### config.mk
export PLATFORM = sky130hd
export DESIGN_NAME = dm_arbiter
export DESIGN_NICKNAME = d
export VERILOG_FILES = /design/src/rtl/dm_arbiter_pkg.sv /design/src/rtl/dm_arb_pick.sv /design/src/rtl/dm_arbiter.sv
export SDC_FILE = /design/constraint.sdc
export NUM_CORES = 1
export LEC_CHECK = 0
export ABC_AREA = 1
export CORE_ASPECT_RATIO = 0.9
export CORE_MARGIN = 4
export CORE_UTILIZATION = 28
export DETAILED_ROUTE_END_ITERATION = 16
export PLACE_DENSITY_LB_ADDON = 0.25
export SYNTH_ARGS = -nofsm -noshare
export SYNTH_HDL_FRONTEND = slang
export SYNTH_SLANG_ARGS = --single-unit
### constraint.sdc
create_clock -name clk -period 1.9 [get_ports clk]
set_clock_uncertainty 0.2 [all_clocks]
set_input_delay 0.285 -clock clk [delete_from_list [all_inputs] [get_ports clk]]
set_output_delay 0.285 -clock clk [all_outputs]
set_load 0.005 [all_outputs]
### src/rtl/dm_arbiter_pkg.sv
// Shared types and constants for the data-memory arbiter.
// Holds the FSM state encoding, the default memory depth and the
// address range/alignment check used when a transaction is latched.
package dm_arbiter_pkg;

    // Arbiter FSM states; encodings are fixed so that debug dumps stay readable
    typedef enum logic [1:0] {
        ST_IDLE   = 2'd0,
        ST_ACCESS = 2'd1,
        ST_RESP   = 2'd2
    } arb_state_t;

    // Default data-memory depth in 32-bit words
    localparam int unsigned DM_MEM_WORDS_DEFAULT = 8192;

    // Port identifiers used for the latched winner and the round-robin pointer
    localparam logic PORT0 = 1'b0;
    localparam logic PORT1 = 1'b1;

    // True when a byte address is not word aligned or points past the memory
    function automatic logic addr_is_bad(input logic [31:0] addr,
                                         input int unsigned mem_words);
        logic [31:0] word_idx;
        word_idx = {2'b00, addr[31:2]};
        return (addr[1:0] != 2'b00) || (word_idx >= mem_words);
    endfunction

endpackage

### src/rtl/dm_arb_pick.sv
// Winner selection for the two-port data-memory arbiter.
// Configuration macro: DM_ARB_FIXED_PRIO_EN -- when defined, port0 always
// wins simultaneous requests and the round-robin pointer is ignored.
module dm_arb_pick
    import dm_arbiter_pkg::*;
(
    input  logic req0,
    input  logic req1,
    input  logic pointer,
    output logic valid,
    output logic winner
);

`ifdef DM_ARB_FIXED_PRIO_EN
    // The pointer has no meaning with fixed priority; keep it tied off
    logic unused_pointer;
    assign unused_pointer = pointer;

    // Fixed priority: port0 whenever it asks, otherwise port1
    always_comb begin
        valid  = req0 | req1;
        winner = req0 ? PORT0 : PORT1;
    end
`else
    // Round robin: a lone request wins outright, a tie goes to the pointer
    always_comb begin
        valid  = req0 | req1;
        winner = PORT0;
        if (req0 && req1) begin
            winner = pointer;
        end else if (req1) begin
            winner = PORT1;
        end
    end
`endif

endmodule

### src/rtl/dm_arbiter.sv
// Two-master arbiter in front of a single-port data memory.
// Each transaction takes IDLE -> ACCESS -> RESP; requests are only looked at
// in IDLE, so a master that keeps req high simply queues its next access.
// Configuration macro: DM_ARB_FIXED_PRIO_EN selects fixed port0 priority
// instead of round-robin arbitration (see dm_arb_pick).
module dm_arbiter
    import dm_arbiter_pkg::*;
#(
    parameter int unsigned MEM_WORDS = DM_MEM_WORDS_DEFAULT
) (
    input  logic        clk,
    input  logic        reset,
    input  logic        req0,
    input  logic        req1,
    input  logic        we0,
    input  logic        we1,
    input  logic [31:0] addr0,
    input  logic [31:0] addr1,
    input  logic [31:0] wdata0,
    input  logic [31:0] wdata1,
    output logic        done0,
    output logic        done1,
    output logic        err0,
    output logic        err1,
    output logic [31:0] rdata0,
    output logic [31:0] rdata1,
    output logic        mem_we,
    output logic [31:0] mem_addr,
    output logic [31:0] mem_wdata,
    input  logic [31:0] mem_rdata,
    output logic        busy
);

    arb_state_t  state_q;
    arb_state_t  state_d;
    logic        rr_ptr_q;
    logic        lat_port_q;
    logic        lat_we_q;
    logic        lat_err_q;
    logic [31:0] lat_addr_q;
    logic [31:0] lat_wdata_q;
    logic [31:0] rdata0_q;
    logic [31:0] rdata1_q;

    logic        pick_valid;
    logic        pick_winner;
    logic        sel_we;
    logic [31:0] sel_addr;
    logic [31:0] sel_wdata;

    dm_arb_pick u_pick (
        .req0    (req0),
        .req1    (req1),
        .pointer (rr_ptr_q),
        .valid   (pick_valid),
        .winner  (pick_winner)
    );

    // Route the winning port's request fields toward the transaction latch
    always_comb begin
        sel_we    = we0;
        sel_addr  = addr0;
        sel_wdata = wdata0;
        if (pick_winner == PORT1) begin
            sel_we    = we1;
            sel_addr  = addr1;
            sel_wdata = wdata1;
        end
    end

    // State register plus the latched transaction and round-robin pointer
    always_ff @(posedge clk) begin
        if (reset) begin
            state_q     <= ST_IDLE;
            rr_ptr_q    <= PORT0;
            lat_port_q  <= PORT0;
            lat_we_q    <= 1'b0;
            lat_err_q   <= 1'b0;
            lat_addr_q  <= '0;
            lat_wdata_q <= '0;
        end else begin
            state_q <= state_d;
            if ((state_q == ST_IDLE) && pick_valid) begin
                lat_port_q  <= pick_winner;
                lat_we_q    <= sel_we;
                lat_err_q   <= addr_is_bad(sel_addr, MEM_WORDS);
                lat_addr_q  <= sel_addr;
                lat_wdata_q <= sel_wdata;
                rr_ptr_q    <= ~pick_winner;
            end
        end
    end

    // Capture read data for the winner at the end of ACCESS; errors read as zero
    always_ff @(posedge clk) begin
        if (reset) begin
            rdata0_q <= '0;
            rdata1_q <= '0;
        end else if ((state_q == ST_ACCESS) && !lat_we_q) begin
            if (lat_port_q == PORT1) begin
                rdata1_q <= lat_err_q ? 32'h0 : mem_rdata;
            end else begin
                rdata0_q <= lat_err_q ? 32'h0 : mem_rdata;
            end
        end
    end

    // Next-state logic and cycle outputs; reset gates the write and the done pulse
    always_comb begin
        state_d = state_q;
        mem_we  = 1'b0;
        done0   = 1'b0;
        done1   = 1'b0;
        err0    = 1'b0;
        err1    = 1'b0;
        case (state_q)
            ST_IDLE: begin
                if (pick_valid) begin
                    state_d = ST_ACCESS;
                end
            end
            ST_ACCESS: begin
                mem_we  = lat_we_q & ~lat_err_q & ~reset;
                state_d = ST_RESP;
            end
            ST_RESP: begin
                if (!reset) begin
                    done0 = (lat_port_q == PORT0);
                    done1 = (lat_port_q == PORT1);
                    err0  = (lat_port_q == PORT0) & lat_err_q;
                    err1  = (lat_port_q == PORT1) & lat_err_q;
                end
                state_d = ST_IDLE;
            end
            default: begin
                state_d = ST_IDLE;
            end
        endcase
    end

    assign busy      = (state_q != ST_IDLE);
    assign mem_addr  = lat_addr_q;
    assign mem_wdata = lat_wdata_q;
    assign rdata0    = rdata0_q;
    assign rdata1    = rdata1_q;

endmodule

==> reports/metrics.csv, run 1 <==
metric;value;unit
status;finished clean;
ff2ff_path_depth;11;
htree_levels;4;
final_common_cell;nand2_1;
cts_buffer_depth;2;
rr_endpoint;mem_wdata[22]$_SDFFE_PP0P_;
power;0.00819;W
min_period;1.84;ns
ant_nets;0;
layout.nets;1346;
setup-tns-final;0;ns
path_cells;inv_1 > nor4_1 > dlygate4sd1_1;
drc_errors;0;
root_buffer;clkbuf_16;
postPlaceCellArea;9310;um2
clk_pin_slew;0.06;ns
final_area;9890;um2
routabilityCongestion;0.794;
dr.pass1.iters;4;
grt_max_degree;94;
grt_setup_unrepaired;true;
rows;49;
leakagePower;4.62;nW
ios;300;
setup_violations;0;
die_x;160;um
end_kind;output port;
coreArea;20300;um2
clkSinkCount;134;
start_util;28.9;%
dp_cells;1441;
worstHoldStart;reset;
ys_seq_area_share;45.8;%
synth_top_area_cell;dfxtp_1;
peakVddDrop;0.000493;V
cp_num_buf_inv;2;
tritoncts;yes;
maxCapViolCount;0;
ys_seq_elements;134;
drtIter0Drc;279;
yosysWarnings;0;
portBuffers;299;
drive_gt1_share;7.21;%
dieHeight;145;um
crit_fanout;4;
dp_hpwl;14700;um
final_cell_mix;nand2_1 (301), clkdlybuf4s50_1 (292), dfxtp_1 (132), inv_1 (125), nor2_1 (98);
hold_viol_final;0;
grt_pass1_vias;5968;
synth_top_area_share;45.8;%
design.die.area;23300;um2
maxSlewHeadroom;68.9;%
final_max_slew_viol_count;0;
path_class;reg -> out;
cp-start-kind;flop;
grt_usage;16.9;%
worstSkewPairLatency;0.41;ns
num_vias;6287;
crit_family;flip-flops;
critical-path-max-stage-delay;0.38;ns
grt_first_pass_wirelength;32300;um
required;1.41;ns
timing.final.crit_share;96.8;%
cts_setup_buffers;0;
crit_arrival;1.35;ns
synth.avg_cell_area;6.66;um2
r2r-start;rr_ptr_q$_SDFFE_PP0P_;
ff2ff_setup_slack;0.21;ns
whs_path_depth;3;
fin_cells;1474;
ys_types;22;
wl_per_cell;14.0;um
synthCells;879;
p_per_area;829;nW/um2
area_growth;68.8;%
tritoncts.num_buffers;17;
grt_overflow_total;0;
worstMarginPinSlew;0.466;ns
viasPerCell;4.27;
hold_class;in -> reg;
synth_area;5860;um2
fmax;544;MHz
syn-num-nets;1045;
whs_endpoint;lat_port_q$_SDFFE_PP0P_;
synthTopCellsByArea;dfxtp_1 (46%), nand2_1 (19%), inv_1 (8.1%);
antenna_found_initial;1;
routed_wl;20700;um
fin_hold_ws;0.0567;ns
crit_path_top_delay_cell;dfxtp_4;
## per-layer routing
layer	wire [um]	vias to the layer above	part of all wire, %	GRT usage [%]
met4	258	0	1.2	4.04
met5	0	-	0	0
met2	9480	205	46	28.0
li1	-	3290	-	-
met3	1510	15	7.3	6.32
met1	9430	2777	46	21.0
## worst reg2reg max path, cell delays in order, from the launching register on
cell	delay, ns
dfxtp_1	0.30
inv_1	0.09
nand2_1	0.09
nand2_2	0.08
buf_12	0.16
inv_1	0.10
nor2_4	0.14
buf_12	0.20
nand2_1	0.11
nand3_1	0.07
nand2_1	0.05
inv_1	0.06
## synthesized netlist by cell type (all sizes together)
cell      n
a31oi     1
nor3      3
clkbuf   24
o21ai    36
o211ai   20
nor2    103
a22oi    16
dfxtp   134
nor4      2
nand3    32
buf      30
a211oi    2
inv     128
nand2   303
a21oi    36
nand3b    9
## worst max-delay path by stage
stage / depth (start not counted) / slack, ns / start / end
detailed placement: 11 / -0.19 / req0 / lat_we_q$_SDFFE_PP0P_
finish: 3 / 0.06 / lat_err_q$_SDFFE_PP0P_ / err0
global placement: 11 / -0.19 / req0 / lat_we_q$_SDFFE_PP0P_
floorplan: 4 / 0.34 / lat_err_q$_SDFFE_PP0P_ / err1
CTS: 5 / 0.005 / state_q[0]$_SDFFE_PP0P_ / mem_we
global route: 4 / -0.07 / state_q[0]$_SDFFE_PP0P_ / err0
## layout make-up
cell class / count / area [um2]
clock buffers: 17 / 425
repair buffers: 336 / 3320
fillers: 2038 / 10400
multi-input cells: 563 / 2460
clock inverters: 15 / 155
inverters: 128 / 480
flip-flops and latches: 134 / 2690
well taps: 280 / 350
diodes: 1 / 2.50
## sequential cells by signal, summed over array words and instances (netlist names)
name and count:
rdata0 32, lat_we_q 1, rr_ptr_q 1, mem_wdata 32, mem_addr 32, lat_port_q 1, state_q 2, lat_err_q 1
rdata1 32
## per-stage QoR
stage	utilization (%)	setup WS [ns]
floorplan	-	0.341
global placement	45.9	-0.185
detailed placement	45.9	-0.186
CTS	48.8	0.00500
global route	48.7	-0.0660
finish	48.7	0.0610
## report_power, final
group          switching, W  internal, W
registers          0.000116      0.00303
logic              0.000790     0.000985
clock network       0.00142      0.00186
## kinds of logic (layout without fill, tap and decap cells)
group / after synthesis / after routing / share of synthesized area, %
buffers and inverters: 182 / 496 / 12.6
AOI/OAI and AO/OA: 111 / 111 / 11.1
other: 0 / 1 / 0
DFF: 134 / 134 / 45.8
and+or+nand+nor: 452 / 452 / 30.5
## what timing repair did
| item | in CTS | in global routing |
|---|---|---|
| pin swaps | 0 | 0 |
| setup endpoints to repair | 6 | 5 |
| gates resized for setup | 17 | 7 |
| hold buffers | 0 | 0 |
Note: power is estimated with default switching activity, not from simulation.
==> run 2, diff against run 1 <==
--- a/config.mk
+++ b/config.mk
@@ -5,7 +5,6 @@
 export SDC_FILE = /design/constraint.sdc
 export NUM_CORES = 1
 export LEC_CHECK = 0
-export ABC_AREA = 1
 export CORE_ASPECT_RATIO = 0.9
 export CORE_MARGIN = 4
 export CORE_UTILIZATION = 28
==> reports/metrics.csv, run 2 <==
metric;value;unit;change
status;finished clean;;unchanged
synth_edf_count;0;;unchanged
ys_seq_elements;134;;unchanged
ys_types;27;;was 22
min_period;1.90;ns;was 1.84 ns
grt_setup_unrepaired;true;;unchanged
maxSlewHeadroom;43.5;%;was 68.9%
tritoncts;yes;;unchanged
synth.avg_cell_area;8.57;um2;was 6.66 um2
viasPerCell;4.76;;was 4.27
dp_hpwl;14100;um;was 14700 um
timing.final.crit_share;99.8;%;was 96.8%
htree_levels;4;;unchanged
leakagePower;3.46;nW;was 4.62 nW
internal_power;0.00609;W;was 0.00587 W
ios;300;;unchanged
p_per_area;872;nW/um2;was 829 nW/um2
crit_family;simple AND/OR/NAND/NOR gates;;was flip-flops
yosysWarnings;0;;unchanged
grt_usage;18.6;%;was 16.9%
final_common_cell;clkdlybuf4s50_1;;was nand2_1
cts_buffer_depth;2;;unchanged
seqPwrFrac;38.3;%;was 38.4%
ys_top_cells_by_count;dfxtp_1 (134), nand2_1 (132), nor2_1 (77), a21oi_1 (65), a222oi_1 (46);;was nand2_1 (302), dfxtp_1 (134), inv_1 (126), nor2_1 (101)
p_clk_share;42.0;%;was 39.9%
die_x;151;um;was 160 um
num_vias;5526;;was 6287
clk_pin_slew;0.06;ns;about the same
path_cells;clkdlybuf4s50_1 > or4_4 > or4_1 > o41ai_2 > a211oi_1;;was inv_1 > nor4_1 > dlygate4sd1_1
routabilityCongestion;0.833;;was 0.794
hold_class;reg -> reg;;was in -> reg
end_kind;flop;;was output port
root_buffer;clkbuf_16;;unchanged
clkSinkCount;134;;unchanged
coreArea;17900;um2;was 20300 um2
drtIter0Drc;319;;was 279
hold_viol_final;0;;unchanged
fin_cells;1161;;was 1474
cp-start-kind;primary input;;was flop
worstSkewPairLatency;0.41;ns;about the same
hold_buffers;0;;unchanged
required;1.96;ns;was 1.41 ns
dp_cells;1129;;was 1441
routed_wl;19800;um;was 20700 um
setup_violations;0;;unchanged
drc_errors;0;;unchanged
grt_overflow_total;0;;unchanged
final_cell_mix;clkdlybuf4s50_1 (292), nand2_1 (132), dfxtp_1 (132), nor2_1 (74), a21oi_1 (65);;was nand2_1 (301), clkdlybuf4s50_1 (292), dfxtp_1 (132), inv_1 (125), nor2_1 (98)
antenna_cells;0;;was 1
synthTopCellsByArea;dfxtp_1 (52%), nand2_1 (9.6%), a222oi_1 (8.9%);;was dfxtp_1 (46%), nand2_1 (19%), inv_1 (8.1%)
comb_power_share;19.8;%;was 21.7%
critical-path-max-stage-delay;0.54;ns;was 0.38 ns
peakVddDrop;0.000608;V;was 0.000493 V
design.die.area;20800;um2;was 23300 um2
area_growth;79.7;%;was 68.8%
synth_top_area_share;51.7;%;was 45.8%
async_flop_share;0;%;unchanged
cp_num_buf_inv;1;;was 2
dieHeight;137;um;was 145 um
synth_top_area_cell;dfxtp_1;;unchanged
switchingPower;0.00203;W;was 0.00232 W
antenna_found_initial;0;;was 1
final_max_slew_viol_count;0;;unchanged
tritoncts.num_buffers;17;;unchanged
synth_area;5190;um2;was 5860 um2
crit_fanout;2;;was 4
power;0.00812;W;was 0.00819 W
synth.most_common_cell;dfxtp_1;;was nand2_1
worstMarginPinSlew;0.848;ns;was 0.466 ns
grt_first_pass_wirelength;29900;um;was 32300 um
dr.pass1.iters;5;;was 4
path_class;in -> reg;;was reg -> out
portBuffers;299;;unchanged
grt_pass1_vias;5513;;was 5968
crit_path_top_delay_cell;or4_4;;was dfxtp_4
synthCells;605;;was 879
fmax;527;MHz;was 544 MHz
crit_arrival;1.95;ns;was 1.35 ns
fin_hold_ws;0.250;ns;was 0.0567 ns
layout.nets;1074;;was 1346
rows;46;;was 49
ant_nets;0;;unchanged
maxCapViolCount;0;;unchanged
grt_max_degree;78;;was 94
drive_gt1_share;9.45;%;was 7.21%
wl_per_cell;17.0;um;was 14.0 um
netSwitchingFraction;25.0;%;was 28.3%
ys.flop_type;dfxtp_1;;unchanged
ys_seq_area_share;51.7;%;was 45.8%
fin_util;52.1;%;was 48.7%
syn-num-nets;771;;was 1045
ff2ff_setup_slack;0.17;ns;was 0.21 ns
start_util;29.0;%;was 28.9%
[run 2: worst paths after layout]
check,depth (start not counted),to,from
worst max register to register,7,lat_we_q$_SDFFE_PP0P_,state_q[1]$_SDFFE_PP0P_
worst min register to register,2,rdata0[3]$_SDFFE_PP0P_,rdata0[3]$_SDFFE_PP0P_
worst min-delay path,2,rdata0[3]$_SDFFE_PP0P_,rdata0[3]$_SDFFE_PP0P_
worst max-delay path,5,lat_err_q$_SDFFE_PP0P_,addr1[31]
[run 2: layout make-up]
class	count	area (um2)
fillers	1662	8580
repair buffers	337	3380
flip-flops and latches	134	2690
multi-input cells	415	2340
clock buffers	21	460
well taps	240	300
clock inverters	11	148
inverters	3	11.3
[run 2: power by group through the flow]
stage	registers, W	clock network (W)	logic, W
2_1_floorplan	0.00318	0	0.000569
3_3_place_gp	0.00316	0	0.00161
3_5_place_dp	0.00316	0	0.00161
4_1_cts	0.00311	0.00349	0.00162
5_1_grt	0.00313	0.00363	0.00174
6_report	0.00311	0.00341	0.00161
[run 2: per-stage QoR]
step / TNS, ns / setup WS, ns / instance area [um2]
6_report: 0 / 0.00362 / 9320
5_1_grt: -0.00467 / -0.00467 / 9320
4_1_cts: 0 / 0.000461 / 9310
3_5_place_dp: -12.57 / -0.432 / 8710
3_3_place_gp: -11.93 / -0.367 / 8710
2_1_floorplan: 0 / 0.157 / 5190
[run 2: logic make-up (layout without fill, tap and decap cells)]
group / after synthesis / count (layout) / synth area share [%]
and+or+nand+nor: 262 / 262 / 21.6
AOI/OAI and AO/OA: 135 / 135 / 18.7
buffers and inverters: 56 / 372 / 4.49
DFF: 134 / 134 / 51.7
muxes: 18 / 18 / 3.47
[run 2: what timing repair did]
| item | 4_1_cts | 5_1_grt |
|---|---|---|
| endpoints found under the setup margin | 6 | 6 |
| buffers inserted | 0 | 0 |
| pin swaps | 0 | 2 |
| resized for setup | 25 | 6 |
[run 2: worst register-to-register path, cell delays in order, from the launching register on]
cell      delay, ns
dfxtp_2        0.32
buf_4          0.15
nor2_4         0.11
buf_4          0.12
o21ai_4        0.07
buf_12         0.17
a222oi_1       0.39
nor2_1         0.07
[run 2: metal layers]
layer	up-vias	GRT usage [%]	part of all wire, %	routed length (um)
met5	-	0	0	0
met1	2536	21.6	39	7750
met4	0	5.04	1.4	286
met2	227	30.7	48	9500
li1	2743	-	-	-
met3	20	8.77	11	2230
